**src/rtl/fifo_pkg.sv**
```systemverilog
// Shared definitions for the parametrised single-clock FIFO.
// Holds default geometry, the occupancy-width helper and the error codes
// consumed by the downstream error aggregator.
// Optional feature macro: FIFO_STATS_EN (error-statistics counters).
package fifo_pkg;

  localparam int DATA_W_DEF = 12;
  localparam int ADDR_W_DEF = 3;
  localparam int STAT_W_DEF = 8;

  // Error codes reported to the downstream error aggregator
  localparam logic [1:0] ERR_NONE      = 2'd0;
  localparam logic [1:0] ERR_OVERFLOW  = 2'd1;
  localparam logic [1:0] ERR_UNDERFLOW = 2'd2;

  // Occupancy needs one bit more than the pointers to represent 0..DEPTH
  function automatic int cnt_w(input int addr_w);
    return addr_w + 1;
  endfunction

endpackage

```
**src/rtl/fifo_param_if.sv**
```systemverilog
// Handshake / status bundle between a FIFO client (master) and fifo_param (slave).
// Signals: wr_en, wr_data, rd_en, th_almost_full, th_almost_empty, err_clr (client -> FIFO);
//          rd_data, rd_valid, count, empty, full, almost_full, almost_empty, pause,
//          overflow, underflow, err_sticky (FIFO -> client).
// Optional feature macro: FIFO_STATS_EN adds ovf_cnt / udf_cnt and parameter STAT_W.
interface fifo_param_if
  import fifo_pkg::*;
#(
  parameter int DATA_W = DATA_W_DEF,
  parameter int ADDR_W = ADDR_W_DEF
`ifdef FIFO_STATS_EN
  , parameter int STAT_W = STAT_W_DEF
`endif
);
  localparam int CW = cnt_w(ADDR_W);

  logic              wr_en;
  logic [DATA_W-1:0] wr_data;
  logic              rd_en;
  logic [CW-1:0]     th_almost_full;
  logic [CW-1:0]     th_almost_empty;
  logic              err_clr;
  logic [DATA_W-1:0] rd_data;
  logic              rd_valid;
  logic [CW-1:0]     count;
  logic              empty;
  logic              full;
  logic              almost_full;
  logic              almost_empty;
  logic              pause;
  logic              overflow;
  logic              underflow;
  logic              err_sticky;
`ifdef FIFO_STATS_EN
  logic [STAT_W-1:0] ovf_cnt;
  logic [STAT_W-1:0] udf_cnt;
`endif

  modport master (
    output wr_en, wr_data, rd_en, th_almost_full, th_almost_empty, err_clr,
    input  rd_data, rd_valid, count, empty, full, almost_full, almost_empty,
           pause, overflow, underflow, err_sticky
`ifdef FIFO_STATS_EN
    , input ovf_cnt, udf_cnt
`endif
  );

  modport slave (
    input  wr_en, wr_data, rd_en, th_almost_full, th_almost_empty, err_clr,
    output rd_data, rd_valid, count, empty, full, almost_full, almost_empty,
           pause, overflow, underflow, err_sticky
`ifdef FIFO_STATS_EN
    , output ovf_cnt, udf_cnt
`endif
  );

endinterface

```
**src/rtl/fifo_mem.sv**
```systemverilog
// Simple dual-port storage array for fifo_param with a registered read port.
// Ports: clk, reset (sync, active-high, clears only the read register),
//        i_wr_en/i_wr_addr/i_wr_data write port, i_rd_en/i_rd_addr read port,
//        o_rd_data registered read data (holds when i_rd_en is low).
module fifo_mem #(
  parameter int DATA_W = 12,
  parameter int ADDR_W = 3
) (
  input  logic              clk,
  input  logic              reset,
  input  logic              i_wr_en,
  input  logic [ADDR_W-1:0] i_wr_addr,
  input  logic [DATA_W-1:0] i_wr_data,
  input  logic              i_rd_en,
  input  logic [ADDR_W-1:0] i_rd_addr,
  output logic [DATA_W-1:0] o_rd_data
);
  localparam int DEPTH = 1 << ADDR_W;

  logic [DATA_W-1:0] r_mem [DEPTH];
  logic [DATA_W-1:0] r_rd_data;

  // Array is deliberately not reset
  always_ff @(posedge clk) begin
    if (i_wr_en) r_mem[i_wr_addr] <= i_wr_data;
  end

  // Read sees the pre-write contents when both ports hit the same slot (full + rd/wr)
  always_ff @(posedge clk) begin
    if (reset)        r_rd_data <= '0;
    else if (i_rd_en) r_rd_data <= r_mem[i_rd_addr];
  end

  assign o_rd_data = r_rd_data;

endmodule

```
**src/rtl/fifo_param.sv**
```systemverilog
// Parametrised synchronous single-clock FIFO with true full, occupancy count,
// almost-full/almost-empty thresholds, upstream pause, error pulses and sticky error.
// Ports: clk, reset (sync, active-high), bus (fifo_param_if.slave) carrying all
//        handshake, threshold, data and status signals.
// Optional feature macro: FIFO_STATS_EN adds saturating ovf_cnt/udf_cnt counters.
module fifo_param
  import fifo_pkg::*;
#(
  parameter int DATA_W = DATA_W_DEF,
  parameter int ADDR_W = ADDR_W_DEF
`ifdef FIFO_STATS_EN
  , parameter int STAT_W = STAT_W_DEF
`endif
) (
  input logic        clk,
  input logic        reset,
  fifo_param_if.slave bus
);
  localparam int            CW      = cnt_w(ADDR_W);
  localparam int            DEPTH   = 1 << ADDR_W;
  localparam logic [CW-1:0] C_DEPTH = CW'(DEPTH);

  logic [ADDR_W-1:0] r_wr_ptr;
  logic [ADDR_W-1:0] r_rd_ptr;
  logic [CW-1:0]     r_count;
  logic              r_rd_valid;
  logic              r_overflow;
  logic              r_underflow;
  logic              r_err_sticky;

  logic              w_full;
  logic              w_empty;
  logic              w_almost_full;
  logic              w_wr_acc;
  logic              w_rd_acc;
  logic              w_ovf_next;
  logic              w_udf_next;
  logic [DATA_W-1:0] w_rd_data;

  assign w_full        = (r_count == C_DEPTH);
  assign w_empty       = (r_count == '0);
  assign w_almost_full = (r_count >= bus.th_almost_full);

  // At full a simultaneous read frees the slot, so the write is still accepted
  assign w_wr_acc   = ~reset & bus.wr_en & (~w_full | bus.rd_en);
  assign w_rd_acc   = ~reset & bus.rd_en & ~w_empty;
  assign w_ovf_next = bus.wr_en & w_full & ~bus.rd_en;
  assign w_udf_next = bus.rd_en & w_empty;

  fifo_mem #(
    .DATA_W (DATA_W),
    .ADDR_W (ADDR_W)
  ) u_mem (
    .clk       (clk),
    .reset     (reset),
    .i_wr_en   (w_wr_acc),
    .i_wr_addr (r_wr_ptr),
    .i_wr_data (bus.wr_data),
    .i_rd_en   (w_rd_acc),
    .i_rd_addr (r_rd_ptr),
    .o_rd_data (w_rd_data)
  );

  always_ff @(posedge clk) begin
    if (reset) begin
      r_wr_ptr     <= '0;
      r_rd_ptr     <= '0;
      r_count      <= '0;
      r_rd_valid   <= 1'b0;
      r_overflow   <= 1'b0;
      r_underflow  <= 1'b0;
      r_err_sticky <= 1'b0;
    end else begin
      if (w_wr_acc) r_wr_ptr <= r_wr_ptr + ADDR_W'(1);
      if (w_rd_acc) r_rd_ptr <= r_rd_ptr + ADDR_W'(1);
      case ({w_wr_acc, w_rd_acc})
        2'b10:   r_count <= r_count + CW'(1);
        2'b01:   r_count <= r_count - CW'(1);
        default: r_count <= r_count;
      endcase
      r_rd_valid  <= w_rd_acc;
      r_overflow  <= w_ovf_next;
      r_underflow <= w_udf_next;
      // A new error outranks a clear in the same cycle
      if (w_ovf_next | w_udf_next) r_err_sticky <= 1'b1;
      else if (bus.err_clr)        r_err_sticky <= 1'b0;
    end
  end

`ifdef FIFO_STATS_EN
  localparam logic [STAT_W-1:0] C_SAT = '1;

  logic [STAT_W-1:0] r_ovf_cnt;
  logic [STAT_W-1:0] r_udf_cnt;

  // An event in the clear cycle counts (or holds at saturation) instead of clearing
  always_ff @(posedge clk) begin
    if (reset) begin
      r_ovf_cnt <= '0;
      r_udf_cnt <= '0;
    end else begin
      if (w_ovf_next) begin
        if (r_ovf_cnt != C_SAT) r_ovf_cnt <= r_ovf_cnt + STAT_W'(1);
      end else if (bus.err_clr) begin
        r_ovf_cnt <= '0;
      end
      if (w_udf_next) begin
        if (r_udf_cnt != C_SAT) r_udf_cnt <= r_udf_cnt + STAT_W'(1);
      end else if (bus.err_clr) begin
        r_udf_cnt <= '0;
      end
    end
  end

  assign bus.ovf_cnt = r_ovf_cnt;
  assign bus.udf_cnt = r_udf_cnt;
`endif

  assign bus.rd_data      = w_rd_data;
  assign bus.rd_valid     = r_rd_valid;
  assign bus.count        = r_count;
  assign bus.empty        = w_empty;
  assign bus.full         = w_full;
  assign bus.almost_full  = w_almost_full;
  assign bus.almost_empty = (r_count <= bus.th_almost_empty);
  assign bus.pause        = w_almost_full | w_full;
  assign bus.overflow     = r_overflow;
  assign bus.underflow    = r_underflow;
  assign bus.err_sticky   = r_err_sticky;

endmodule
```
**src/flat_wrapper.sv**
```systemverilog
// flat-port wrapper written by rule: the top's interface ports become plain ports
module fifo_param_flat import fifo_pkg::*;
#(
  parameter int DATA_W = DATA_W_DEF,
  parameter int ADDR_W = ADDR_W_DEF

)
  (clk, reset, bus_wr_en, bus_wr_data, bus_rd_en, bus_th_almost_full, bus_th_almost_empty, bus_err_clr, bus_rd_data, bus_rd_valid, bus_count, bus_empty, bus_full, bus_almost_full, bus_almost_empty, bus_pause, bus_overflow, bus_underflow, bus_err_sticky);
  fifo_param_if #(.DATA_W(DATA_W), .ADDR_W(ADDR_W)) bus_i ();
  input logic clk;
  input logic reset;
  input wire logic [$bits(bus_i.wr_en)-1:0] bus_wr_en;
  input wire logic [$bits(bus_i.wr_data)-1:0] bus_wr_data;
  input wire logic [$bits(bus_i.rd_en)-1:0] bus_rd_en;
  input wire logic [$bits(bus_i.th_almost_full)-1:0] bus_th_almost_full;
  input wire logic [$bits(bus_i.th_almost_empty)-1:0] bus_th_almost_empty;
  input wire logic [$bits(bus_i.err_clr)-1:0] bus_err_clr;
  output wire logic [$bits(bus_i.rd_data)-1:0] bus_rd_data;
  output wire logic [$bits(bus_i.rd_valid)-1:0] bus_rd_valid;
  output wire logic [$bits(bus_i.count)-1:0] bus_count;
  output wire logic [$bits(bus_i.empty)-1:0] bus_empty;
  output wire logic [$bits(bus_i.full)-1:0] bus_full;
  output wire logic [$bits(bus_i.almost_full)-1:0] bus_almost_full;
  output wire logic [$bits(bus_i.almost_empty)-1:0] bus_almost_empty;
  output wire logic [$bits(bus_i.pause)-1:0] bus_pause;
  output wire logic [$bits(bus_i.overflow)-1:0] bus_overflow;
  output wire logic [$bits(bus_i.underflow)-1:0] bus_underflow;
  output wire logic [$bits(bus_i.err_sticky)-1:0] bus_err_sticky;
  assign bus_i.wr_en = bus_wr_en;
  assign bus_i.wr_data = bus_wr_data;
  assign bus_i.rd_en = bus_rd_en;
  assign bus_i.th_almost_full = bus_th_almost_full;
  assign bus_i.th_almost_empty = bus_th_almost_empty;
  assign bus_i.err_clr = bus_err_clr;
  assign bus_rd_data = bus_i.rd_data;
  assign bus_rd_valid = bus_i.rd_valid;
  assign bus_count = bus_i.count;
  assign bus_empty = bus_i.empty;
  assign bus_full = bus_i.full;
  assign bus_almost_full = bus_i.almost_full;
  assign bus_almost_empty = bus_i.almost_empty;
  assign bus_pause = bus_i.pause;
  assign bus_overflow = bus_i.overflow;
  assign bus_underflow = bus_i.underflow;
  assign bus_err_sticky = bus_i.err_sticky;
  fifo_param #(.DATA_W(DATA_W), .ADDR_W(ADDR_W)) u_core (.clk(clk), .reset(reset), .bus(bus_i));
endmodule
```
**config.mk**
```make
export PLATFORM = sky130hd
export DESIGN_NAME = fifo_param_flat
export DESIGN_NICKNAME = d
export VERILOG_FILES = /design/src/rtl/fifo_pkg.sv /design/src/rtl/fifo_param_if.sv /design/src/rtl/fifo_mem.sv /design/src/rtl/fifo_param.sv /design/src/flat_wrapper.sv
export SDC_FILE = /design/constraint.sdc
export NUM_CORES = 1
export LEC_CHECK = 0
export ABC_AREA = 1
export BUFFER_PORTS_ARGS = -buffer_cell sky130_fd_sc_hd__buf_4
export CORE_UTILIZATION = 35
export DETAILED_ROUTE_END_ITERATION = 7
export PLACE_DENSITY = 0.51
export REMOVE_ABC_BUFFERS = 1
export SETUP_SLACK_MARGIN = 0.15
export SYNTH_ARGS = -nofsm -noshare
export SYNTH_HDL_FRONTEND = slang
export SYNTH_HIERARCHICAL = 1
export SYNTH_SLANG_ARGS = --single-unit
```
**constraint.sdc**
```tcl
create_clock -name clk -period 2.8 [get_ports clk]
set_clock_uncertainty 0.15 [all_clocks]
set_input_delay 0.14 -clock clk [delete_from_list [all_inputs] [get_ports clk]]
set_output_delay 0.14 -clock clk [all_outputs]
set_load 0.01 [all_outputs]
```
==> results of run 1 <==
==> cell type report <==
| type | count | share of cell area [%] |
|---|---|---|
| Clock inverter | 9 | 1.78 |
| Sequential cell | 122 | 49.3 |
| Timing Repair Buffer | 85 | 10.0 |
| Clock buffer | 23 | 6.49 |
| Multi-Input combinational cell | 299 | 21.7 |
| Inverter | 128 | 6.96 |
| Tap cell | 211 | 3.82 |
==> synthesized netlist by cell type (all sizes together), types with 3 or more instances <==
master	n	area (um2)
dfxtp	26	521
a21oi	21	109
inv	128	480
ha	13	163
xor2	3	26.3
nand2	136	521
nand3	79	405
o21ai	19	95.1
clkbuf	10	37.5
edfxtp	96	2880
nand4	3	33.8
buf	11	72.6
nor2	20	90.1
==> worst max-delay path: stages, from the launching register on <==
cell	delay, ps
dfxtp_1	540
inv_2	80
nand3_2	120
nand3_2	110
inv_2	80
ha_1	220
ha_1	290
or2_2	320
nand2_1	70
nand2_1	50
nand2_1	50
nand2_1	50
a21oi_1	110
==> cells by family after synthesis <==
group,count (synthesis),share of synthesized area [%]
simple gates,240,19.4
buf+inv,149,10.8
flops,122,62.0
compound gates,41,3.85
fa+ha+maj,14,3.33
xor+xnor,4,0.638
==> metrics by stage <==
step	cell area (um2)	worst slack [ps]	utilization [%]	cells	hold WS (ps)
6_report	6900	501	45.2	877	12.7
5_1_grt	6900	306	45.2	877	34.5
4_1_cts	6900	521	45.2	877	7.29
3_5_place_dp	6170	536	40.5	829	235
3_3_place_gp	6170	610	40.5	829	230
2_1_floorplan	5380	474	-	549	52.4
==> report_power, final <==
group / switching (mW) / internal (mW)
registers: 0.0369 / 2.01
logic: 0.449 / 0.285
clock network: 0.741 / 1.39
==> sequential cells by signal (all words and copies together) (netlist names) <==
signal,count
u_core/u_mem/r_mem,96
u_core/u_mem/o_rd_data,12
u_core/bus.count,4
u_core/r_rd_ptr,3
u_core/r_wr_ptr,3
u_core/bus.err_sticky,1
u_core/bus.overflow,1
u_core/bus.rd_valid,1
u_core/bus.underflow,1
==> how the worst min path moves through the flow <==
| stage | from | end | slack (ps) | depth (start not counted) |
|---|---|---|---|---|
| global route | bus_wr_en | u_core/bus.overflow | 30 | 5 |
| global placement | bus_wr_data[1] | u_core/u_mem/r_mem[0][1] | 230 | 1 |
| detailed placement | bus_wr_data[1] | u_core/u_mem/r_mem[0][1] | 230 | 1 |
| floorplan | reset | u_core/r_rd_ptr[2] | 50 | 1 |
| finish | bus_wr_en | u_core/bus.overflow | 10 | 5 |
| CTS | bus_wr_en | u_core/bus.overflow | 7 | 5 |
==> layer usage <==
layer | global-route usage (%) | vias to the layer above | part of all wire (%)
met1 | 21.2 | 1834 | 47
met5 | 0 | - | 0
met4 | 7.21 | 0 | 1.9
li1 | - | 1992 | -
met2 | 27.5 | 85 | 48
met3 | 3.77 | 18 | 3.7
==> summary.txt, run 1 <==
status: completed
syn avg cell area: 9.63 um2
final hold viol count: 0
# clock sinks: 122
Die H: 127 um
cts hold-fix bufs: 16
critical path launch point type: flip-flop
Avg WL per Cell: 14.1 um
Setup violations, final: 0
RR Startpoint: u_core/bus.count[3]
routed wire length: 12,300 um
CTS tree: built
Cell variety after synth: 28
setup TNS: 0 ps
worst-skew pair later-pin latency: 410 ps
most frequent cells in the layout: nand2_1, inv_1, edfxtp_1
number of enable flip-flop cells after synthesis: 96
ys flop type: edfxtp_1
largest net degree at the start of global routing: 51
DRT Pass-1 Iters: 6
min Tclk post-route: 2300 ps
power per cell area: 712 mW/mm2
R2R Path End: u_core/bus.count[3]
CP Capture Point: u_core/bus.count[3]
sequential share of the synthesized area: 62.0%
Max-cap violations: 0
grt ovf: 0
Overall Power: 4.91 mW
Top Ports: 50
Synth Instances: 570
vias: 3,929
yosys synthesis warning count: 6
Setup Fix Bufs, Post-CTS: 0
highest clock rate: 435 MHz
H-tree levels: 4
reg-to-reg setup timing slack: 500 ps
Die X-Extent: 127 um
number of remaining DRC errors: 0
Worst slew margin: 60.1%
Area Growth Syn to Fin: 25.8%
Worst Setup Path Type: reg -> reg
worst slew pin tran: 598 ps
IR drop worst, VDD: 0.431 mV
ANT cells: 0
initial antenna violation count: 0
Worst Setup SP: u_core/bus.count[3]
Worst EP required: 2990 ps
RSZ-0062 raised after global routing: false
Pins Over Slew Limit: 0
RePlAce Congestion: 0.789
number of global-route vias before repair: 3,836
CTS resizes: 0
multi-input logic area: 0.00150 mm2
Starting DRT DRC Count: 211
clk root buf: clkbuf_16
worst-path maximum fanout: 8
number of buffers created by CTS: 17
Yosys reg bits: 122
path type of the worst min-delay path: in -> reg
Post-synth ARST share: 0%
row count: 45
P_leak: 3.15 nW
core footprint: 0.0153 mm2
Worst Path Arrival: 2490 ps
Worst-path clk slew: 50 ps
FF-to-FF path depth: 12
post-route ant nets: 0
fillers: 1,466
Clock Path Buffers: 2
Netlist Area Pre-Place: 0.00549 mm2
number of port buffers: 49
initial core utilization: 36.0%
sequential cell area: 0.00340 mm2
via/cell ratio: 4.48
period utilization: 82.1%
DP HPWL: 7820 um
gr usage total: 16.7%
fin nets: 692
fraction of layout cells with a size suffix above 1: 16.4%
most common cell after layout, fill and taps aside: nand2_1
Worst setup EP type: flip-flop
first-pass GRT wire length: 19,800 um
die area: 0.0162 mm2
(Power assumes the default switching activity.)
==> run 2: changes to the inputs <==
PLACE_DENSITY = 0.53   (was 0.51)
clock period = 2 ns   (was 2.8 ns; I/O delays follow)
==> summary.txt, run 2 (same netlist as run 1, synthesis figures left out) <==
most common cell after layout, fill and taps aside: nand2_1
worst slew pin tran: 575 ps (-22.8 ps)
Worst Path Arrival: 2160 ps (-330 ps)
Sequential Power Share: 37.8% (-3.9 points)
Top reg by flops: u_core/u_mem/r_mem
Clock Path Buffers: 2 (unchanged)
DP Area: 0.00628 mm2 (+1.7%)
status: completed
P_leak: 3.35 nW (+6.3%)
Die X-Extent: 127 um (unchanged)
DP HPWL: 7740 um (-1.0%)
WP buf/inv: 1 (-1)
CTS tree: built
Net Sw Frac: 25.1% (+0.092 points)
initial antenna violation count: 0 (unchanged)
DRT Pass-1 Iters: 4 (-2)
Worst slew margin: 61.6% (+1.5 points)
via/cell ratio: 4.54 (+1.2%)
Worst setup EP type: flip-flop
power per cell area: 1010 mW/mm2 (+43%)
worst-skew pair later-pin latency: 420 ps (about the same)
ANT cells: 0 (unchanged)
final core utilization: 49.0% (+3.8 points)
cell family with most CP delay: simple AND/OR/NAND/NOR gates
core footprint: 0.0153 mm2 (unchanged)
most frequent cells in the layout: nand2_1, inv_1, edfxtp_1
row count: 45 (unchanged)
number of global-route vias before repair: 3,979 (+3.7%)
Worst-path clk slew: 60 ps (about the same)
number of buffers created by CTS: 17 (unchanged)
Fin Hold WS: 77.3 ps (+64.6 ps)
final hold viol count: 0 (unchanged)
Largest register FFs: 96 (unchanged)
grt ovf: 0 (unchanged)
Setup violations, final: 0 (unchanged)
H-tree levels: 4 (unchanged)
period utilization: 97.6% (+16 points)
die area: 0.0162 mm2 (unchanged)
fin nets: 719 (+3.9%)
Slowest-stage cell, CP: dfxtp_2
initial core utilization: 36.0% (unchanged)
gr usage total: 17.0% (+0.30 points)
setup slack at placement: -84.6 ps (-621 ps)
number of port buffers: 49 (unchanged)
Worst EP required: 2200 ps (-790 ps)
Int Pwr: 5.69 mW (+54%)
Starting DRT DRC Count: 280 (+33%)
crit-path cells: nor2_4, buf_6, nand4_4, nand2_4, ha_4, ha_4, or2_4, nand2_2, nand2_1, nand2_1, nand2_1, a21oi_2
critical path launch point type: flip-flop
RePlAce Congestion: 0.775 (-1.7%)
highest clock rate: 512 MHz (+18%)
vias: 4,100 (+4.4%)
crit-path max cell delay: 330 ps (-210 ps)
# clock sinks: 122 (unchanged)
Area Growth Syn to Fin: 36.3%
first-pass GRT wire length: 20,300 um (+2.9%)
Max-cap violations: 0 (unchanged)
cell repeated most along the worst path: nand2_1
path type of the worst min-delay path: in -> reg
Pins Over Slew Limit: 0 (unchanged)
worst-path maximum fanout: 3 (-5)
clk root buf: clkbuf_16
Avg WL per Cell: 14.4 um (+2.2%)
min Tclk post-route: 1950 ps (-347 ps)
Die H: 127 um (unchanged)
Setup WS post-layout: 47.7 ps (-453 ps)
Top Ports: 50 (unchanged)
power share of the clock group: 45.7% (+2.4 points)
setup TNS: 0 ps (unchanged)
number of remaining DRC errors: 0 (unchanged)
Worst Setup Path Type: reg -> reg
Sw Pwr: 1.90 mW (+55%)
Comb power frac: 16.5% (+1.6 points)
largest net degree at the start of global routing: 51 (unchanged)
post-route ant nets: 0 (unchanged)
IR drop worst, VDD: 0.727 mV (+69%)
RSZ-0062 raised after global routing: true
routed wire length: 13,000 um (+5.4%)
fraction of layout cells with a size suffix above 1: 25.3% (+8.9 points)
Design Area, Final: 0.00748 mm2 (+8.4%)
-- run 2: changes by cell type in the layout (fill, tap and decap cells not counted), sizes merged --
cell | before | now
clkinvlp | 2 | 5
inv | 128 | 129
bufinv | 3 | 6
buf | 69 | 92
clkbuf | 23 | 17
clkinv | 4 | 3
dlygate4sd3 | 16 | 20
-- run 2: worst register-to-register path, delay by kind of cell, from the launching register on --
family,cells,cell delay (ps)
AOI/OAI and AO/OA,1,110
DFF,1,330
adders and majority gates,2,360
and+or+nand+nor,8,820
buffers and inverters,1,120
-- run 2: worst paths after layout --
check                                    startpoint             endpoint  slack, ps  cells after the start
worst max register to register  u_core/bus.count[0]  u_core/bus.count[3]         50                     12
worst max-delay path            u_core/bus.count[0]  u_core/bus.count[3]         50                     12
worst min-delay path                      bus_rd_en  u_core/bus.overflow         80                      6
worst min register to register   u_core/r_wr_ptr[1]   u_core/r_wr_ptr[1]        380                      2
-- run 2: power by group through the flow --
stage | Combinational, mW | Clock (mW) | Sequential [mW]
after floorplan | 0.528 | 0 | 2.99
after global placement | 1.06 | 0 | 2.91
after detailed placement | 1.08 | 0 | 2.92
after CTS | 1.20 | 3.52 | 2.87
after global routing | 1.39 | 3.61 | 2.88
final | 1.25 | 3.47 | 2.87
-- run 2: area by class of cell --
type / instances / area, um2
fillers: 1419 / 7780
clock buffers: 17 / 425
flip-flops and latches: 122 / 3410
inverters: 128 / 489
repair buffers: 112 / 950
well taps: 211 / 264
clock inverters: 15 / 246
multi-input cells: 299 / 1700
-- run 2: stage by stage --
step	std cells	total power, mW
2_1_floorplan	549	3.52
3_3_place_gp	843	3.97
3_5_place_dp	843	4.00
6_report	904	7.59
4_1_cts	902	7.58
5_1_grt	904	7.89
-- run 2: what timing repair did --
action / 4_1_cts / 5_1_grt
hold buffers: 20 / 1
setup buffers: 7 / 1
endpoints found under the hold margin: 110 / 1
pin swaps: 10 / 14
cloned: 0 / 1
setup endpoints to repair: 6 / 104
resized for setup: 23 / 44
-- run 2: routing by layer --
layer  vias up  part of all wire (%)  global-route usage (%)
li1       2044                     -                       -
met1      1940                    44                    20.7
met2        89                    50                    28.9
met3        27                   4.1                    3.98
met4         0                   2.2                    7.35
met5         -                     0                       0
==> run 3: changes to the inputs <==
GPL_TIMING_DRIVEN = 0   (was default)
==> summary.txt, run 3 (same netlist as run 1, synthesis figures left out) <==
Top reg by flops: u_core/u_mem/r_mem
post-route ant nets: 0 (unchanged)
vias: 4,051 (-1.2%)
routed wire length: 13,400 um (+2.7%)
final core utilization: 48.1% (-0.89 points)
fraction of layout cells with a size suffix above 1: 21.8% (-3.4 points)
Die H: 127 um (unchanged)
worst-path maximum fanout: 4 (+1)
period utilization: 101% (+3.0 points)
core footprint: 0.0153 mm2 (unchanged)
die area: 0.0162 mm2 (unchanged)
ANT cells: 0 (unchanged)
number of buffers created by CTS: 17 (unchanged)
Worst Path Arrival: 2200 ps (+40 ps)
final hold viol count: 1 (+1)
Worst Setup Path Type: reg -> reg
most common cell after layout, fill and taps aside: nand2_1
Avg WL per Cell: 15.0 um (+4.0%)
Worst EP required: 2180 ps (-20 ps)
Worst setup EP type: flip-flop
DP HPWL: 7300 um (-5.7%)
clk root buf: clkbuf_16
setup slack at placement: -899 ps (-815 ps)
row count: 45 (unchanged)
number of global-route vias before repair: 3,793 (-4.7%)
critical path launch point type: flip-flop
fin nets: 708 (-1.5%)
Starting DRT DRC Count: 247 (-12%)
Area Growth Syn to Fin: 33.8%
highest clock rate: 497 MHz (-3.0%)
via/cell ratio: 4.54 (about the same)
P_leak: 3.29 nW (-2.0%)
status: complete, but fails checks
Fin Hold WS: -57.0 ps (-134 ps)
most frequent cells in the layout: nand2_1, inv_1, edfxtp_1
path type of the worst min-delay path: in -> reg
Max-cap violations: 0 (unchanged)
initial antenna violation count: 0 (unchanged)
IR drop worst, VDD: 0.639 mV (-12%)
Top Ports: 50 (unchanged)
min Tclk post-route: 2010 ps (+60.6 ps)
power per cell area: 949 mW/mm2 (-6.4%)
RePlAce Congestion: 0.722 (-6.9%)
Worst-path clk slew: 50 ps (about the same)
reg-to-reg setup timing slack: -10 ps (-60 ps)
grt ovf: 0 (unchanged)
gr usage total: 17.7% (+0.66 points)
DRT Pass-1 Iters: 4 (unchanged)
Setup violations, final: 1 (+1)
Die X-Extent: 127 um (unchanged)
Largest register FFs: 96 (unchanged)
number of remaining DRC errors: 0 (unchanged)
Pins Over Slew Limit: 0 (unchanged)
RSZ-0062 raised after global routing: true
largest net degree at the start of global routing: 49 (-3.9%)
Worst slew margin: 57.9% (-3.8 points)
worst slew pin tran: 632 ps (+56.7 ps)
Clock Path Buffers: 2 (unchanged)
first-pass GRT wire length: 20,800 um (+2.2%)
H-tree levels: 4 (unchanged)
# clock sinks: 122 (unchanged)
Setup WS post-layout: -12.9 ps (-60.6 ps)
failing checks: hold timing, setup timing
CTS tree: built
initial core utilization: 36.0% (unchanged)
number of port buffers: 49 (unchanged)
worst-skew pair later-pin latency: 410 ps (about the same)
[run 3: path summary, 6_finish.rpt]
| path | from | depth (start not counted) | end |
|---|---|---|---|
| min | reset | 4 | u_core/bus.err_sticky |
| min reg2reg | u_core/u_mem/o_rd_data[0] | 2 | u_core/u_mem/o_rd_data[0] |
| max | u_core/bus.count[0] | 12 | u_core/bus.count[3] |
| max reg2reg | u_core/bus.count[0] | 12 | u_core/bus.count[3] |
[run 3: metrics by stage]
stage / power, mW / hold WS [ps] / TNS [ps] / std cells / area [um2]
6_report: 6.97 / -57.0 / -12.9 / 893 / 7350
5_1_grt: 7.26 / 4.70 / -155 / 893 / 7350
4_1_cts: 6.99 / 6.19 / 0 / 886 / 7260
3_5_place_dp: 3.92 / 186 / -51270 / 813 / 6080
3_3_place_gp: 3.88 / 181 / -86150 / 809 / 6010
2_1_floorplan: 3.52 / 12.4 / -4480 / 549 / 5380
[run 3: area by class of cell]
| class | count | area, um2 |
|---|---|---|
| flip-flops and latches | 122 | 3430 |
| inverters | 128 | 494 |
| fillers | 1387 | 7910 |
| clock inverters | 11 | 101 |
| well taps | 211 | 264 |
| multi-input cells | 299 | 1640 |
| repair buffers | 99 | 941 |
| clock buffers | 21 | 460 |
| repair inverters | 2 | 13.8 |
[run 3: routing by layer]
metal  vias to the layer above  track usage, %  wire length [um]  part of all wire (%)
met5                         -               0                 0                     0
met4                         0            7.77               213                   1.6
met3                        18            3.56               789                   5.9
met2                       105            28.5              6470                    48
met1                      1900            23.1              5890                    44
li1                       2028               -                 -                     -
[run 3: critical path, cell delays in order (launching register included)]
cell and delay [ps]:
dfxtp_4 360, nor2_4 170, nand4_4 110, nand2_4 100
buf_12 100, ha_4 160, ha_4 210, or2_4 230
nand2_1 60, nand2_1 50, nand2_1 50, nand2_1 60
a21oi_1 120
[run 3: report_power, final]
group | leakage [nW] | internal (mW) | switching [mW]
registers | 1.08 | 2.83 | 0.118
clock network | 0.283 | 1.87 | 1.02
logic | 1.92 | 0.496 | 0.647
total | 3.29 | 5.19 | 1.78
[run 3: repair_timing]
action,in CTS,in global routing
setup buffers,19,7
cloned,2,0
hold buffers,20,1
endpoints found under the setup margin,117,115
pin swaps,22,12
endpoints found under the hold margin,110,1
gates resized for setup,42,7
